## config.mk

```make
export PLATFORM = sky130hd
export DESIGN_NAME = demux_route_ctrl
export DESIGN_NICKNAME = d
export VERILOG_FILES = /design/src/rtl/demux_route_ctrl.sv
export SDC_FILE = /design/constraint.sdc
export NUM_CORES = 1
export LEC_CHECK = 0
export BUFFER_PORTS_ARGS = -buffer_cell sky130_fd_sc_hd__buf_4
export CORE_UTILIZATION = 35
export CTS_BUF_LIST = sky130_fd_sc_hd__clkbuf_2 sky130_fd_sc_hd__clkbuf_4 sky130_fd_sc_hd__clkbuf_8
export DETAILED_ROUTE_END_ITERATION = 8
export PLACE_DENSITY = 0.58
export SYNTH_ARGS = -nofsm -noshare
export SYNTH_HDL_FRONTEND = slang
export SYNTH_SLANG_ARGS = --single-unit
```

## constraint.sdc

```tcl
create_clock -name clk -period 4.1 [get_ports clk]
set_input_delay 0.205 -clock clk [delete_from_list [all_inputs] [get_ports clk]]
set_output_delay 0.205 -clock clk [all_outputs]
set_load 0.02 [all_outputs]
```

## src/rtl/demux_route_ctrl.sv

```systemverilog
// Routes a valid/ready word stream to three demux destinations in turn, with a fixed word count per destination.
// Optional build macro DEMUX_ROUTE_CTRL_STALL_CNT_EN adds the saturating stall_cnt output.
module demux_route_ctrl #(
  parameter int LEN0  = 784,
  parameter int LEN1  = 128,
  parameter int LEN2  = 10,
  parameter int CNT_W = 10
) (
  input  logic             clk,
  input  logic             rst_n,
  input  logic             start,
  input  logic             abort,
  input  logic             in_valid,
  output logic             in_ready,
  input  logic [2:0]       dst_ready,
  output logic [2:0]       dst_valid,
  output logic [1:0]       sel,
  output logic [CNT_W-1:0] word_cnt,
  output logic             busy,
  output logic             done
`ifdef DEMUX_ROUTE_CTRL_STALL_CNT_EN
  ,
  output logic [15:0]      stall_cnt
`endif
);

  typedef enum logic [2:0] {IDLE, R0, R1, R2, DONE} state_t;

  state_t           state_q;
  logic [1:0]       sel_q;
  logic [CNT_W-1:0] cnt_q;
  logic             busy_q;
  logic             done_q;

  state_t     first_st;
  state_t     after_st;
  logic       routing;
  logic [1:0] k;
  logic       last_word;
  logic       xfer;

  // Destinations with a zero length are skipped when choosing where to go next.
  always_comb begin
    first_st  = (LEN0 != 0) ? R0 : (LEN1 != 0) ? R1 : (LEN2 != 0) ? R2 : DONE;
    after_st  = DONE;
    routing   = 1'b0;
    k         = 2'd0;
    last_word = 1'b0;
    case (state_q)
      R0: begin
        routing   = 1'b1;
        k         = 2'd0;
        last_word = (cnt_q == CNT_W'(LEN0 - 1));
        after_st  = (LEN1 != 0) ? R1 : (LEN2 != 0) ? R2 : DONE;
      end
      R1: begin
        routing   = 1'b1;
        k         = 2'd1;
        last_word = (cnt_q == CNT_W'(LEN1 - 1));
        after_st  = (LEN2 != 0) ? R2 : DONE;
      end
      R2: begin
        routing   = 1'b1;
        k         = 2'd2;
        last_word = (cnt_q == CNT_W'(LEN2 - 1));
        after_st  = DONE;
      end
      default: ;
    endcase
  end

  assign in_ready  = routing & dst_ready[k];
  assign dst_valid = (routing && in_valid) ? (3'b001 << k) : 3'b000;
  assign xfer      = in_valid & in_ready;

  function automatic logic [1:0] sel_of(input state_t s);
    case (s)
      R0:      sel_of = 2'd0;
      R1:      sel_of = 2'd1;
      R2:      sel_of = 2'd2;
      default: sel_of = 2'd3;
    endcase
  endfunction

  always_ff @(posedge clk or negedge rst_n) begin
    if (!rst_n) begin
      state_q <= IDLE;
      sel_q   <= 2'd3;
      cnt_q   <= '0;
      busy_q  <= 1'b0;
      done_q  <= 1'b0;
    end else begin
      done_q <= 1'b0;
      if (abort && state_q != IDLE) begin
        state_q <= IDLE;
        sel_q   <= 2'd3;
        cnt_q   <= '0;
        busy_q  <= 1'b0;
      end else begin
        case (state_q)
          IDLE: begin
            if (start && !abort) begin
              state_q <= first_st;
              sel_q   <= sel_of(first_st);
              busy_q  <= 1'b1;
              done_q  <= (first_st == DONE);
            end
          end
          R0, R1, R2: begin
            if (xfer) begin
              if (last_word) begin
                cnt_q   <= '0;
                state_q <= after_st;
                sel_q   <= sel_of(after_st);
                done_q  <= (after_st == DONE);
              end else begin
                cnt_q <= cnt_q + 1'b1;
              end
            end
          end
          DONE: begin
            state_q <= IDLE;
            sel_q   <= 2'd3;
            busy_q  <= 1'b0;
          end
          default: begin
            state_q <= IDLE;
            sel_q   <= 2'd3;
            busy_q  <= 1'b0;
          end
        endcase
      end
    end
  end

  assign sel      = sel_q;
  assign word_cnt = cnt_q;
  assign busy     = busy_q;
  assign done     = done_q;

`ifdef DEMUX_ROUTE_CTRL_STALL_CNT_EN
  logic [15:0] stall_q;

  // Only an accepted start clears the count; abort and frame end leave it readable.
  always_ff @(posedge clk or negedge rst_n) begin
    if (!rst_n) begin
      stall_q <= '0;
    end else if (state_q == IDLE && start && !abort) begin
      stall_q <= '0;
    end else if (routing && in_valid && !dst_ready[k] && stall_q != 16'hFFFF) begin
      stall_q <= stall_q + 16'd1;
    end
  end

  assign stall_cnt = stall_q;
`endif

endmodule

```

==> impl_results.md, run 1 <==
- Seq/Total Area, Yosys: 39.9%
- Final setup fails: 0
- Site row count: 19
- Tmin final: 2.27 ns
- Unique masters post-synth: 39
- Mapped Cells: 123
- Startpoint Class: flop
- Io pins: 26
- Drt wl/cell: 13.7 um
- Number of global-route vias before repair: 915
- Setup Fix Bufs, Post-CTS: 0
- Final worst-path cycle share: 55.3%
- Sink Count: 17
- Vias per cell: 5.62
- Fill cells: 294
- Drt initial violations: 29
- DP Area: 1260 um^2
- Setup TNS: 0 ns
- Worst EP required: 4.32 ns
- Status: finished, violations left
- Cell Pwr Density: 334 nW/um^2
- Core Area: 2830 um^2
- Clk_skew: 0.00874 ns
- Initial antenna violation count: 0
- Synth async-reset ratio: 100%
- Violated checks: DRC
- CTS tree: yes
- Share of layout cells above drive strength 1: 25.3%
- Initial DRT Pass Iterations: 6
- WP data arrival: 2.49 ns
- Die H: 57.4 um
- Pwr Total: 0.434 mW
- Chip Width: 57.4 um
- Max Cap Viol: 0
- Mean Syn Cell Area: 8.72 um^2
- HP Class: primary input to flop
- Largest net degree at the start of global routing: 18
- DRT antenna net count: 0
- RSZ-0062 raised after global routing: no
- Critical path type: flop to flop
- Starting Density: 37.9%
- Final Max Tran Viols: 0
- Nets: 156
- DIE AREA: 3290 um^2
- Peak per-stage delay on the critical path: 0.66 ns
- Lkg Pwr: 0.562 nW
- Net Count, Synth: 132
- First-pass GRT wire length: 4.18 mm
- CTS clk-pin slew, worst paths: 0.11 ns
- Number of port buffers: 25
- Number of synthesized flops with an enable pin: 0
- Clk buf depth: 2
- Post-DP HPWL: 1.79 mm
- Mapped Area: 1070 um^2
- DRC viols: 6
- Hold Path Stages: 4
- Fin. Hold Viols: 0
- Area Overhead vs Synth: 21.0%
- Root Driver: clkbuf_4
- Endpoint class of the critical path: flop
- Total Routing Usage GR: 16.3%
- #FFs+latches synth: 17
- Fmax: 441 MHz
- Peak VDD IR: 0.195 mV
- Slowest CP cell: dfrtp_1
- Inserted Clock Buffers: 3
- Skew-Pair Late Insertion Delay: 0.29 ns
- Slew headroom: 54.9%
- CP cell instances: mux2i_1 > mux2_2 > nor2_1 > a211o_2 > nand2_1 > o22a_1
- Main flop type after synthesis: dfrtp_1
- Yosys warnings: 0
- R2R setup slack: 1.83 ns
- Placer Congestion: 0.777
- Worst-Margin Slew: 0.674 ns
- Gr ovfl total: 0
- Detailed Route WL: 2.42 mm
- FF-to-FF path depth: 6
- Antenna Cells: 0
- H-tree Lvls: 1
- Final instance area: 1300 um^2
- DR vias: 994
- CP max FO: 15
-- path summary, 6_finish.rpt --
path                            start     endpoint
setup reg to reg           state_q[0]       sel[0]
min in group asynchronous       rst_n  word_cnt[9]
setup / recovery           state_q[0]       sel[0]
hold / removal                  abort         busy
hold reg to reg                sel[1]       sel[1]
max in group asynchronous       rst_n       sel[0]
-- stage by stage --
stage	utilization, %	setup WS [ns]	hold WS (ns)	instances
floorplan	-	2.23	-0.0906	123
global placement	44.5	1.94	0.0871	172
detailed placement	44.5	1.85	0.0914	172
CTS	45.9	1.83	0.217	177
global route	45.9	1.56	0.263	177
finish	45.9	1.83	0.225	177
-- kinds of logic after synthesis --
logic type / synth area share [%]
flops: 39.9
mux: 5.13
buf+inv: 3.62
simple gates: 35.8
xor+xnor: 2.45
compound gates: 11.9
fa+ha+maj: 1.17
-- layer usage --
layer / wire length, um / vias up / global-route usage, %
li1: - / 496 / -
met1: 1140 / 476 / 23.7
met2: 1160 / 20 / 25.2
met3: 97 / 2 / 2.27
met4: 19 / 0 / 4.53
met5: 0 / - / 0
-- state kept, by name (all words and copies together), names as in the netlist --
| register | count |
|---|---|
| state_q | 3 |
| word_cnt | 10 |
| busy | 1 |
| sel | 2 |
| done | 1 |
-- area by class of cell --
type | count | area, um^2 | area share, %
clock buffers | 3 | 22.5 | 1.74
clock inverters | 1 | 5.00 | 0.386
well taps | 31 | 38.8 | 2.99
repair buffers | 26 | 198 | 15.2
multi-input cells | 99 | 606 | 46.7
flip-flops and latches | 17 | 428 | 33.0
-- worst max-delay path, delay by kind of cell (launching register included) --
family	cells	cell delay, ns
AO/OA/AOI/OAI	2	0.46
flip-flops	1	0.66
multiplexers	2	0.48
AND/OR/NAND/NOR	2	0.60
-- timing repair --
action | 4_1_cts | 5_1_grt
endpoints found under the hold margin | 15 | 0
setup endpoints to repair | 0 | 0
gates resized for setup | 0 | 0
hold buffers | 1 | 0
-- synthesized netlist by cell type, types with 2 or more instances --
cell      number  area share (%)
a21oi_1        8             3.7
and3_1         5             2.9
buf_2          4             1.9
dfrtp_1       15              35
dfstp_2        2             4.9
mux2i_1        3             2.8
nand2_1       10             3.5
nand3_1       10             4.7
nand3b_1       2             1.4
nor2_1        18             6.3
nor2b_1        2             1.2
nor3_1         6             2.8
nor3b_1        4             2.8
nor4_1         5             2.9
o21ai_1        2            0.93
o22a_1         2             1.6
xor2_1         3             2.5
-- cell usage in the layout (no fill, tap or decap), types with 2 or more instances in the layout --
master | synthesis | layout
a21oi_1 | 8 | 8
and3_1 | 5 | 5
buf_4 | 0 | 25
clkbuf_4 | 0 | 3
dfrtp_1 | 15 | 15
dfstp_2 | 2 | 2
mux2i_1 | 3 | 3
nand2_1 | 10 | 10
nand3_1 | 10 | 10
nand3b_1 | 2 | 2
nor2_1 | 18 | 18
nor2b_1 | 2 | 2
nor3_1 | 6 | 6
nor3b_1 | 4 | 4
nor4_1 | 5 | 5
o21ai_1 | 2 | 2
o22a_1 | 2 | 2
xor2_1 | 3 | 3
-- report_power, final --
group	switching, mW	internal, mW
sequential	0.0261	0.190
clock	0.0550	0.0362
combinational	0.0705	0.0561
total	0.152	0.282
Power figures use the tool's default switching activity.
==> run 2, diff against run 1 <==
==> constraint.sdc (replaced) <==
create_clock -name clk -period 2.16 [get_ports clk]
set_input_delay 0.108 -clock clk [delete_from_list [all_inputs] [get_ports clk]]
set_output_delay 0.108 -clock clk [all_outputs]
set_load 0.02 [all_outputs]
==> impl_results.md, run 2 (synthesized netlist as in run 1, its figures left out) <==
- Status: finished, violations left
- Violated checks: DRC
- Sink Count: 17
- Slowest CP cell: dfrtp_1
- Worst-Margin Slew: 0.430 ns
- Final setup fails: 0
- Startpoint Class: flop
- Switching share of power: 34.1%
- HP Class: primary input to flop
- Most frequent cells in the layout: buf_4, nor2_1, dfrtp_1
- Internal power: 0.556 mW
- Starting Density: 37.9%
- DR vias: 1016
- Comb pwr share: 29.9%
- Drt initial violations: 30
- Cell Pwr Density: 630 nW/um^2
- Chip Width: 57.4 um
- Clk buf depth: 2
- Number of port buffers: 25
- Worst EP required: 2.39 ns
- Clk pwr share: 22.0%
- Skew-Pair Late Insertion Delay: 0.29 ns
- Setup TNS: 0 ns
- Initial antenna violation count: 0
- Io pins: 26
- RSZ-0062 raised after global routing: no
- Tmin final: 1.99 ns
- H-tree Lvls: 1
- Number of global-route vias before repair: 969
- Setup Fix Bufs, Post-CTS: 0
- Inserted Clock Buffers: 3
- DIE AREA: 3290 um^2
- Drt wl/cell: 14.0 um
- Max reg flops: 10
- Kind of cell adding the most delay to the critical path: compound AO/OA/AOI/OAI gates
- DRC viols: 6
- Fin. Hold Viols: 0
- Sequential share of power: 48.1%
- Slew headroom: 71.2%
- Antenna Cells: 0
- Peak per-stage delay on the critical path: 0.49 ns
- Die H: 57.4 um
- Critical path type: flop to flop
- Endpoint class of the critical path: flop
- Peak VDD IR: 0.370 mV
- Final Max Tran Viols: 0
- Site row count: 19
- CP cell instances: nor3b_1 > mux2i_1 > nor4b_2 > a211o_2 > o41a_2 > o22a_1
- Gr ovfl total: 0
- CTS clk-pin slew, worst paths: 0.10 ns
- Area Overhead vs Synth: 24.7%
- Commonest non-fill, non-tap cell in the layout: buf_4
- WP data arrival: 2.22 ns
- Share of layout cells above drive strength 1: 27.8%
- Largest net degree at the start of global routing: 18
- Post-DP HPWL: 1.86 mm
- Post-CTS Resized: 0
- Max Cap Viol: 0
- DP Area: 1300 um^2
- Root Driver: clkbuf_4
- CTS tree: yes
- Placer Congestion: 0.848
- Psw: 0.287 mW
- DRT antenna net count: 0
- CP max FO: 8
- Vias per cell: 5.58
- Lkg Pwr: 0.589 nW
- Total Routing Usage GR: 17.4%
- Final instance area: 1340 um^2
- Core Area: 2830 um^2
- Worst Path Buf+Inv: 0
- Detailed Route WL: 2.54 mm
- Fmax: 502 MHz
- Initial DRT Pass Iterations: 6
- Fill cells: 278
- Final worst-path cycle share: 92.2%
- Nets: 161
- First-pass GRT wire length: 4.53 mm
- Clk_skew: 0.00548 ns
-- run 2: repair_timing --
action                                  CTS  global route
endpoints found under the hold margin    17             0
endpoints found under the setup margin    0             0
hold buffers                              1             0
-- run 2: worst min-delay path, stage by stage --
cell and delay (ns):
buf_4 0.09, nor2_1 0.04, a21oi_1 0.10, nor2_1 0.04
-- run 2: metrics by stage --
step | worst slack [ns] | util, % | cells | total power, mW | hold WS, ns
after floorplan | 0.288 | - | 123 | 0.561 | -0.188
after global placement | 0.258 | 45.9 | 177 | 0.657 | -0.0123
after detailed placement | 0.186 | 45.9 | 177 | 0.664 | -0.00673
after CTS | 0.168 | 47.3 | 182 | 0.858 | 0.118
after global routing | 0.0576 | 47.3 | 182 | 0.911 | 0.179
final | 0.169 | 47.3 | 182 | 0.843 | 0.127
-- run 2: path summary, 6_finish.rpt --
kind	from	endpoint	slack (ns)	cells past startpoint
worst max-delay path	state_q[0]	sel[0]	0.17	6
worst min register to register	sel[1]	sel[1]	0.52	1
min in group asynchronous	rst_n	done	0.21	2
max in group asynchronous	rst_n	sel[0]	1.70	2
worst max register to register	state_q[0]	sel[0]	0.17	6
worst min-delay path	abort	busy	0.13	4
-- run 2: metal layers --
metal	up-vias	track usage, %	part of all wire [%]
li1	504	-	-
met1	487	25.1	49
met2	23	27.1	47
met3	2	2.27	3.7
met4	0	5.23	0.67
met5	-	0	0
-- run 2: layout make-up --
type / count / area, um^2 / area share, %
Multi-Input combinational cell: 99 / 606 / 45.3
Sequential cell: 17 / 428 / 32.0
Timing Repair Buffer: 31 / 235 / 17.6
Tap cell: 31 / 38.8 / 2.90
Clock buffer: 4 / 30.0 / 2.25
-- run 2: power by group through the flow --
stage	Sequential [mW]	Combinational, mW	Clock [mW]
floorplan	0.441	0.120	0
global placement	0.409	0.247	0
detailed placement	0.411	0.253	0
CTS	0.406	0.255	0.198
global route	0.413	0.282	0.216
finish	0.405	0.252	0.185
